`config.mk`:
```
export PLATFORM = sky130hd
export DESIGN_NAME = fifo_rd_framer
export DESIGN_NICKNAME = d
export VERILOG_FILES = /design/src/rtl/fifo_rd_framer.sv
export SDC_FILE = /design/constraint.sdc
export NUM_CORES = 1
export LEC_CHECK = 0
export CAP_MARGIN = 20
export CELL_PAD_IN_SITES_DETAIL_PLACEMENT = 0
export CELL_PAD_IN_SITES_GLOBAL_PLACEMENT = 1
export CORE_MARGIN = 5
export CORE_UTILIZATION = 30
export DETAILED_ROUTE_END_ITERATION = 10
export GPL_ROUTABILITY_DRIVEN = 0
export PLACE_DENSITY = 0.76
export SYNTH_ARGS = -nofsm -noshare
export SYNTH_HDL_FRONTEND = slang
export SYNTH_SLANG_ARGS = --single-unit
```
`constraint.sdc`:
```
create_clock -name rclk -period 1.5 [get_ports rclk]
set_input_delay 0.225 -clock rclk [delete_from_list [all_inputs] [get_ports rclk]]
set_output_delay 0.225 -clock rclk [all_outputs]
set_load 0.05 [all_outputs]
```
`src/rtl/fifo_rd_framer.sv`:
```
// fifo_rd_framer: reads a show-ahead FIFO through a 2-entry buffer and frames fixed-length packets.
// Build option: define FIFO_RD_FRAMER_CNT_EN to add the 16-bit completed-packet counter pkt_cnt.
module fifo_rd_framer #(
    parameter int DSIZE   = 8,
    parameter int PKT_LEN = 4
) (
    input  logic             rclk,
    input  logic             rrst_n,
    input  logic             rempty,
    input  logic [DSIZE-1:0] rdata,
    output logic             rout,
    output logic [DSIZE-1:0] m_data,
    output logic             m_valid,
    input  logic             m_ready,
    output logic             m_first,
    output logic             m_last,
    output logic             pkt_busy
`ifdef FIFO_RD_FRAMER_CNT_EN
    ,
    output logic [15:0]      pkt_cnt
`endif
);
    localparam int IW = $clog2(PKT_LEN);

    typedef enum logic {IDLE, BODY} state_t;

    state_t           state;
    logic [DSIZE-1:0] head;
    logic [DSIZE-1:0] tail;
    logic [1:0]       count;
    logic [IW-1:0]    idx;
    logic             push;
    logic             pop;

    // Reading is held off during reset so no word is popped into a buffer that is being cleared.
    assign rout     = rrst_n && !rempty && (count != 2'd2);
    assign push     = rout;
    assign pop      = m_valid && m_ready;
    assign m_valid  = (count != 2'd0);
    assign m_data   = head;
    assign m_first  = (idx == '0);
    assign m_last   = (idx == IW'(PKT_LEN - 1));
    assign pkt_busy = (state == BODY);

    // Two-entry FIFO-ordered buffer: head is the presented word, tail only fills under backpressure.
    always_ff @(posedge rclk or negedge rrst_n) begin
        if (!rrst_n) begin
            head  <= '0;
            tail  <= '0;
            count <= '0;
        end else begin
            if (pop && count == 2'd2)
                head <= tail;
            else if (push && (count == 2'd0 || (pop && count == 2'd1)))
                head <= rdata;
            if (push && !pop && count == 2'd1)
                tail <= rdata;
            count <= count + 2'(push) - 2'(pop);
        end
    end

    // Beat index and framing state advance only on accepted beats, keeping first/last stable under stall.
    always_ff @(posedge rclk or negedge rrst_n) begin
        if (!rrst_n) begin
            idx   <= '0;
            state <= IDLE;
        end else if (pop) begin
            idx   <= m_last ? '0 : idx + IW'(1);
            state <= m_last ? IDLE : BODY;
        end
    end

`ifdef FIFO_RD_FRAMER_CNT_EN
    // Completed-packet counter, wrapping naturally at 16 bits.
    always_ff @(posedge rclk or negedge rrst_n) begin
        if (!rrst_n)
            pkt_cnt <= '0;
        else if (pop && m_last)
            pkt_cnt <= pkt_cnt + 16'd1;
    end
`endif
endmodule

```
==> results of run 1 <==
==> layer usage <==
layer / vias up / GRT usage / routed length (µm)
li1: 341 / - / -
met1: 359 / 0.117 / 941
met2: 19 / 0.186 / 1030
met3: 5 / 0.0230 / 125
met4: 0 / 0.0447 / 34
met5: - / 0 / 0
==> power groups by stage <==
stage | Combinational [mW] | Sequential, mW | Clock (mW)
final | 2.25 | 1.05 | 0.273
after global routing | 2.40 | 1.09 | 0.322
after CTS | 2.19 | 1.05 | 0.286
after detailed placement | 2.08 | 1.06 | 0
after global placement | 2.04 | 1.05 | 0
after floorplan | 0.889 | 1.46 | 0
==> area by class of cell <==
type | instances | area [µm²]
Fill cell | 313 | 1710
Clock buffer | 3 | 22.5
Multi-Input combinational cell | 43 | 534
Clock inverter | 1 | 5.00
Tap cell | 46 | 57.6
Inverter | 5 | 18.8
Timing Repair Buffer | 45 | 437
Sequential cell | 21 | 527
==> cell usage in the layout, fill, tap and decap left out, drive strengths merged <==
cell and count:
nand4bb 1, xnor2 2, mux2 25, clkinv 1, dfrtp 21, ha 4
o211ai 1, clkdlybuf4s50 9, nand2 1, dlygate4sd2 2, a21oi 1, or2 1
or3 1, buf 34, o21ai 3, clkbuf 3, or4 1, nand2b 1
nand3b 1, inv 5
==> worst paths after layout <==
path / slack [ps] / endpoint / startpoint / cells past startpoint
worst min-delay path: 100 / tail[2]$_DFFE_PN0P_ / rrst_n / 2
worst max register to register: -30 / tail[4]$_DFFE_PN0P_ / count[1]$_DFF_PN0_ / 2
worst min register to register: 520 / tail[3]$_DFFE_PN0P_ / tail[3]$_DFFE_PN0P_ / 1
max in group asynchronous: 1180 / count[1]$_DFF_PN0_ / rrst_n / 3
min in group rclk: 520 / tail[3]$_DFFE_PN0P_ / tail[3]$_DFFE_PN0P_ / 1
worst max-delay path: -30 / tail[4]$_DFFE_PN0P_ / count[1]$_DFF_PN0_ / 2
==> cells by family after synthesis <==
logic type,after synthesis,synth area share
flip-flops,21,0.513
XOR/XNOR,2,0.0171
multiplexers,25,0.304
AND/OR/NAND/NOR,7,0.0513
adder cells (fa/ha/maj),4,0.0488
AO/OA/AOI/OAI,5,0.0317
buffers and inverters,7,0.0342
==> state kept, by name, summed over array words and instances (netlist names) <==
register  flops
m_data        8
count         2
tail          8
idx           2
pkt_busy      1
==> critical path, stage by stage (launching register included) <==
cell	delay, ps
dfrtp_2	460
or4_4	640
mux2_4	340
==> metrics by stage <==
stage	hold slack (ps)	worst slack, ps	instance area [µm²]	utilization	std cells
finish	104	-34.8	1600	0.484	164
global route	98.2	-115	1600	0.484	164
CTS	95.2	-36.7	1570	0.475	163
detailed placement	491	-343	1480	0.448	154
global placement	491	-305	1480	0.448	154
floorplan	-70.6	-50.9	1060	-	71
==> timing repair <==
action | 4_1_cts | 5_1_grt
hold buffers | 0 | 0
pin swaps | 6 | 1
buffers inserted | 5 | 1
gates resized for setup | 7 | 7
hold endpoints to repair | 0 | 0
setup endpoints to repair | 11 | 18
==> metrics.md, run 1 <==
| Metric | Value |
|---|---|
| Share of cells above drive strength 1 | `0.619` |
| Logic gate share of total power | `0.630` |
| ANT cells | `0` |
| Syn Inst Count | `71` |
| Routed Antenna Nets | `0` |
| Clock root buffer | `clkbuf_4` |
| Tmin final | `~1500 ps` |
| DR vias/cell | `4.41` |
| CTS H-tree lvls | `1` |
| Share of power burned in registers | `0.294` |
| Final period util | `1.02` |
| Crit. End Element | `flip-flop` |
| Seq cells post-synth | `21` |
| DR vias | `724` |
| Synth top area share | `0.513` |
| Switch Pwr | `1.46 mW` |
| Net Sw Frac | `0.408` |
| WP data arrival | `1730 ps` |
| Cell Pwr Density | `2240 nW/µm²` |
| Worst-case vdd ir drop | `0.765 mV` |
| Clk sink count | `21` |
| Clk buf depth | `2` |
| Critical setup path kind | `reg2reg` |
| Syn Std Cell Area | `1020 µm²` |
| Die X-Extent | `68.4 µm` |
| Worst Max-Slew Pin Slew | `196 ps` |
| Critical Path RT | `~1700 ps` |
| Total nets after synthesis | `just under 90` |
| Slew Limit Fails | `0` |
| CTS tree | `done` |
| Setup TNS | `-219 ps` |
| DPL Wire Length | `between 1500 and 2000 µm` |
| CP Max Fanout | `8` |
| Outcome | `complete, but fails checks` |
| Internal Dissipation | `2.12 mW` |
| Die footprint | `~4700 µm²` |
| Peak Freq | `around 650 MHz` |
| Slew Limit Headroom | `0.869` |
| RSZ-0062 raised after global routing | `yes` |
| Seq/Total Area, Yosys | `0.513` |
| Max-Cap Viols | `0` |
| Initial DRC count | `28` |
| DRT Wirelength | `between 2000 and 2500 µm` |
| Final setup vio count | `11` |
| Power, Total | `3.58 mW` |
| CTS Buf Count | `3` |
| Layout area overhead | `56.3%` |
| Area leader, netlist | `dfrtp_1` |
| Worst skew pair latency | `slightly above 300 ps` |
| Vias in the first global route | `between 800 and 900` |
| Post-route DRC violation count | `0` |
| Aggregate global routing overflow | `0` |
| Post-synth top cells | `dfrtp_1, mux2_2, mux2_4` |
| Rows | `21` |
| Fin nets | `135` |
| Most common cell in the synthesized netlist | `dfrtp_1` |
| Die Span Y | `68.4 µm` |
| Synth Area per Inst | `14.4 µm²` |
| Failing checks | `negative setup slack` |
| Final WS setup | `-34.8 ps` |
| Initial antenna violation count | `0` |
| Ys Warns | `0` |
| Core Box Area | `3310 µm²` |
| Largest net degree at the start of global routing | `15` |
| Top_reg_cell synth | `dfrtp_1` |
| Clock Skew | `8.95 ps` |
| Fin. Hold Viols | `0` |
| Routed WL per cell | `13.0 µm` |
| Synth area leaders | `dfrtp_1, mux2_2, mux2_4` |
| Number of port buffers | `24` |
| Global-route wire length before repair | `3610 µm` |
| First drt pass iteration count | `3` |
| Boundary pin count | `25` |
| Unique masters post-synth | `19` |
| EDFF count, synth | `0` |
| Clk pwr share | `0.076` |
| Crit path launch type | `flip-flop` |
| GRT Total Usage | `0.104` |
| Initial Util | `0.310` |
| Hold Path Class | `in2async` |
| Clock transition at path regs | `120 ps` |
| Async set or reset register ratio after synthesis | `1.00` |
| Static Leak | `0.768 nW` |
Power figures use the tool's default switching activity.
==> run 2: changes to the inputs <==
--- a/config.mk
+++ b/config.mk
@@ -12,7 +12,8 @@
 export CORE_UTILIZATION = 30
 export DETAILED_ROUTE_END_ITERATION = 10
 export GPL_ROUTABILITY_DRIVEN = 0
-export PLACE_DENSITY = 0.76
+export PLACE_DENSITY = 0.74
+export SKIP_CTS_REPAIR_TIMING = 1
 export SYNTH_ARGS = -nofsm -noshare
 export SYNTH_HDL_FRONTEND = slang
 export SYNTH_SLANG_ARGS = --single-unit
==> constraint.sdc (replaced) <==
create_clock -name rclk -period 1.65 [get_ports rclk]
set_input_delay 0.2475 -clock rclk [delete_from_list [all_inputs] [get_ports rclk]]
set_output_delay 0.2475 -clock rclk [all_outputs]
set_load 0.05 [all_outputs]
==> metrics.md, run 2 (same netlist as run 1, synthesis figures left out) <==
| Metric | Value |
|---|---|
| Worst skew pair latency | `around 300 ps` |
| Outcome | `complete, no violations` |
| Die X-Extent | `68.4 µm` |
| Most common cell after layout, fill and taps aside | `buf_4` |
| Final WS setup | `73.9 ps` |
| Cell Pwr Density | `2010 nW/µm²` |
| Most used cell, CP | `buf_4` |
| Cells along the critical path | `buf_4 > a21oi_4 > buf_4 > buf_12` |
| Core Box Area | `3310 µm²` |
| Slew Limit Headroom | `0.844` |
| Final setup vio count | `0` |
| Critical path endpoint | `rout` |
| Flip-flop and latch area | `527 µm²` |
| CTS tree | `done` |
| Final period util | `0.955` |
| Slew Limit Fails | `0` |
| CTS H-tree lvls | `1` |
| Pre-CTS setup slack | `-199 ps` |
| WP data arrival | `1330 ps` |
| Routed WL per cell | `roughly 13 µm` |
| Vias in the first global route | `703` |
| Clk sink count | `21` |
| Aggregate global routing overflow | `0` |
| Clock Skew | `4.73 ps` |
| Share of cells above drive strength 1 | `0.582` |
| Rows | `21` |
| Initial Util | `0.310` |
| Filler cell count | `between 300 and 400` |
| Worst-case vdd ir drop | `0.916 mV` |
| Initial antenna violation count | `0` |
| CP max stage delay | `470 ps` |
| CP Max Fanout | `6` |
| Post-route DRC violation count | `0` |
| ANT cells | `0` |
| Layout area overhead | `46.8%` |
| Crit path launch type | `flip-flop` |
| Initial DRC count | `11` |
| Worst reg2reg endpoint | `count[1]$_DFF_PN0_` |
| Tmin final | `between 1500 and 2000 ps` |
| First drt pass iteration count | `2` |
| Worst Max-Slew Pin Slew | `around 230 ps` |
| Clk buf depth | `2` |
| Clock transition at path regs | `120 ps` |
| Worst R2R Path Depth | `7` |
| Critical Path Start | `count[1]$_DFF_PN0_` |
| Reg2reg setup slack | `90 ps` |
| Fin nets | `127` |
| Static Leak | `~0.7 nW` |
| Multi-input logic area | `510 µm²` |
| Global-route wire length before repair | `3250 µm` |
| Peak Freq | `634 MHz` |
| Die footprint | `roughly 4700 µm²` |
| Number of port buffers | `24` |
| DR vias | `a little under 700` |
| Hold Path Class | `in2async` |
| Critical Path RT | `1400 ps` |
| Boundary pin count | `25` |
| Crit. End Element | `output pin` |
| Max-Cap Viols | `0` |
| Clock root buffer | `clkbuf_4` |
| Die Span Y | `68.4 µm` |
| Final core utilization | `0.454` |
| Worst reg2reg startpoint | `count[1]$_DFF_PN0_` |
| DR vias/cell | `4.37` |
| GRT Total Usage | `0.0932` |
| Slowest CP cell | `dfrtp_2` |
| Commonest cells after routing, fill and taps aside | `buf_4, dfrtp_1, mux2_2, clkdlybuf4s50_1, mux2_4` |
| Fin. Hold Viols | `0` |
| Critical setup path kind | `reg2out` |
| CTS Buf Count | `3` |
| DRT Wirelength | `2050 µm` |
| DPL Wire Length | `roughly 1500 µm` |
| Largest net degree at the start of global routing | `19` |
| Routed Antenna Nets | `0` |
-- run 2: cell count changes in the layout (fill, tap and decap cells not counted), sizes merged --
cell          change
buf               -9
dlygate4sd2       -2
dlygate4sd3       +1
dlymetal6s2s      +2
-- run 2: metrics by stage --
step	setup TNS, ps	hold slack (ps)	std cells	cell area (µm²)	total power [mW]
global route	-11.0	80.5	156	1500	3.21
global placement	-2720	470	149	1410	2.70
detailed placement	-3020	490	149	1410	2.73
floorplan	0	-48.1	71	1040	2.11
finish	0	30.7	156	1500	3.02
CTS	-3.36	258	153	1440	2.99
-- run 2: final cells by class --
type / count / share of cell area
Sequential cell: 21 / 0.350
Multi-Input combinational cell: 43 / 0.339
Timing Repair Buffer: 37 / 0.241
Tap cell: 46 / 0.0383
Clock buffer: 3 / 0.0150
Inverter: 5 / 0.0125
Clock inverter: 1 / 0.00333
-- run 2: worst min-delay path by stage --
stage                               from              endpoint  slack, ps  cells past startpoint
floorplan                         rrst_n    count[0]$_DFF_PN0_        -50                      0
global placement    pkt_busy$_DFFE_PN0P_  pkt_busy$_DFFE_PN0P_        470                      2
detailed placement  pkt_busy$_DFFE_PN0P_  pkt_busy$_DFFE_PN0P_        490                      2
CTS                               rrst_n    count[1]$_DFF_PN0_        260                      2
global route                      rrst_n  pkt_busy$_DFFE_PN0P_         80                      2
finish                            rrst_n    idx[1]$_DFFE_PN0P_         30                      2
-- run 2: worst max-delay path, delay by kind of cell, from the launching register on --
| family | cells | cell delay (ps) |
|---|---|---|
| AO/OA/AOI/OAI | 1 | 150 |
| buffers and inverters | 3 | 410 |
| flip-flops | 1 | 470 |
-- run 2: per-layer routing --
metal	routed length (µm)	share of wire	vias up	global-route usage
li1	-	-	324	-
met1	932	0.46	339	0.123
met2	956	0.47	17	0.141
met3	143	0.070	2	0.0345
met4	13	0.0064	0	0.0298
met5	0	0	-	0
-- run 2: power by group --
group	leakage (nW)	internal (mW)	switching [mW]	total, mW
sequential	0.250	0.780	0.163	0.943
combinational	0.443	0.872	0.956	1.83
clock	0.0177	0.0902	0.158	0.249
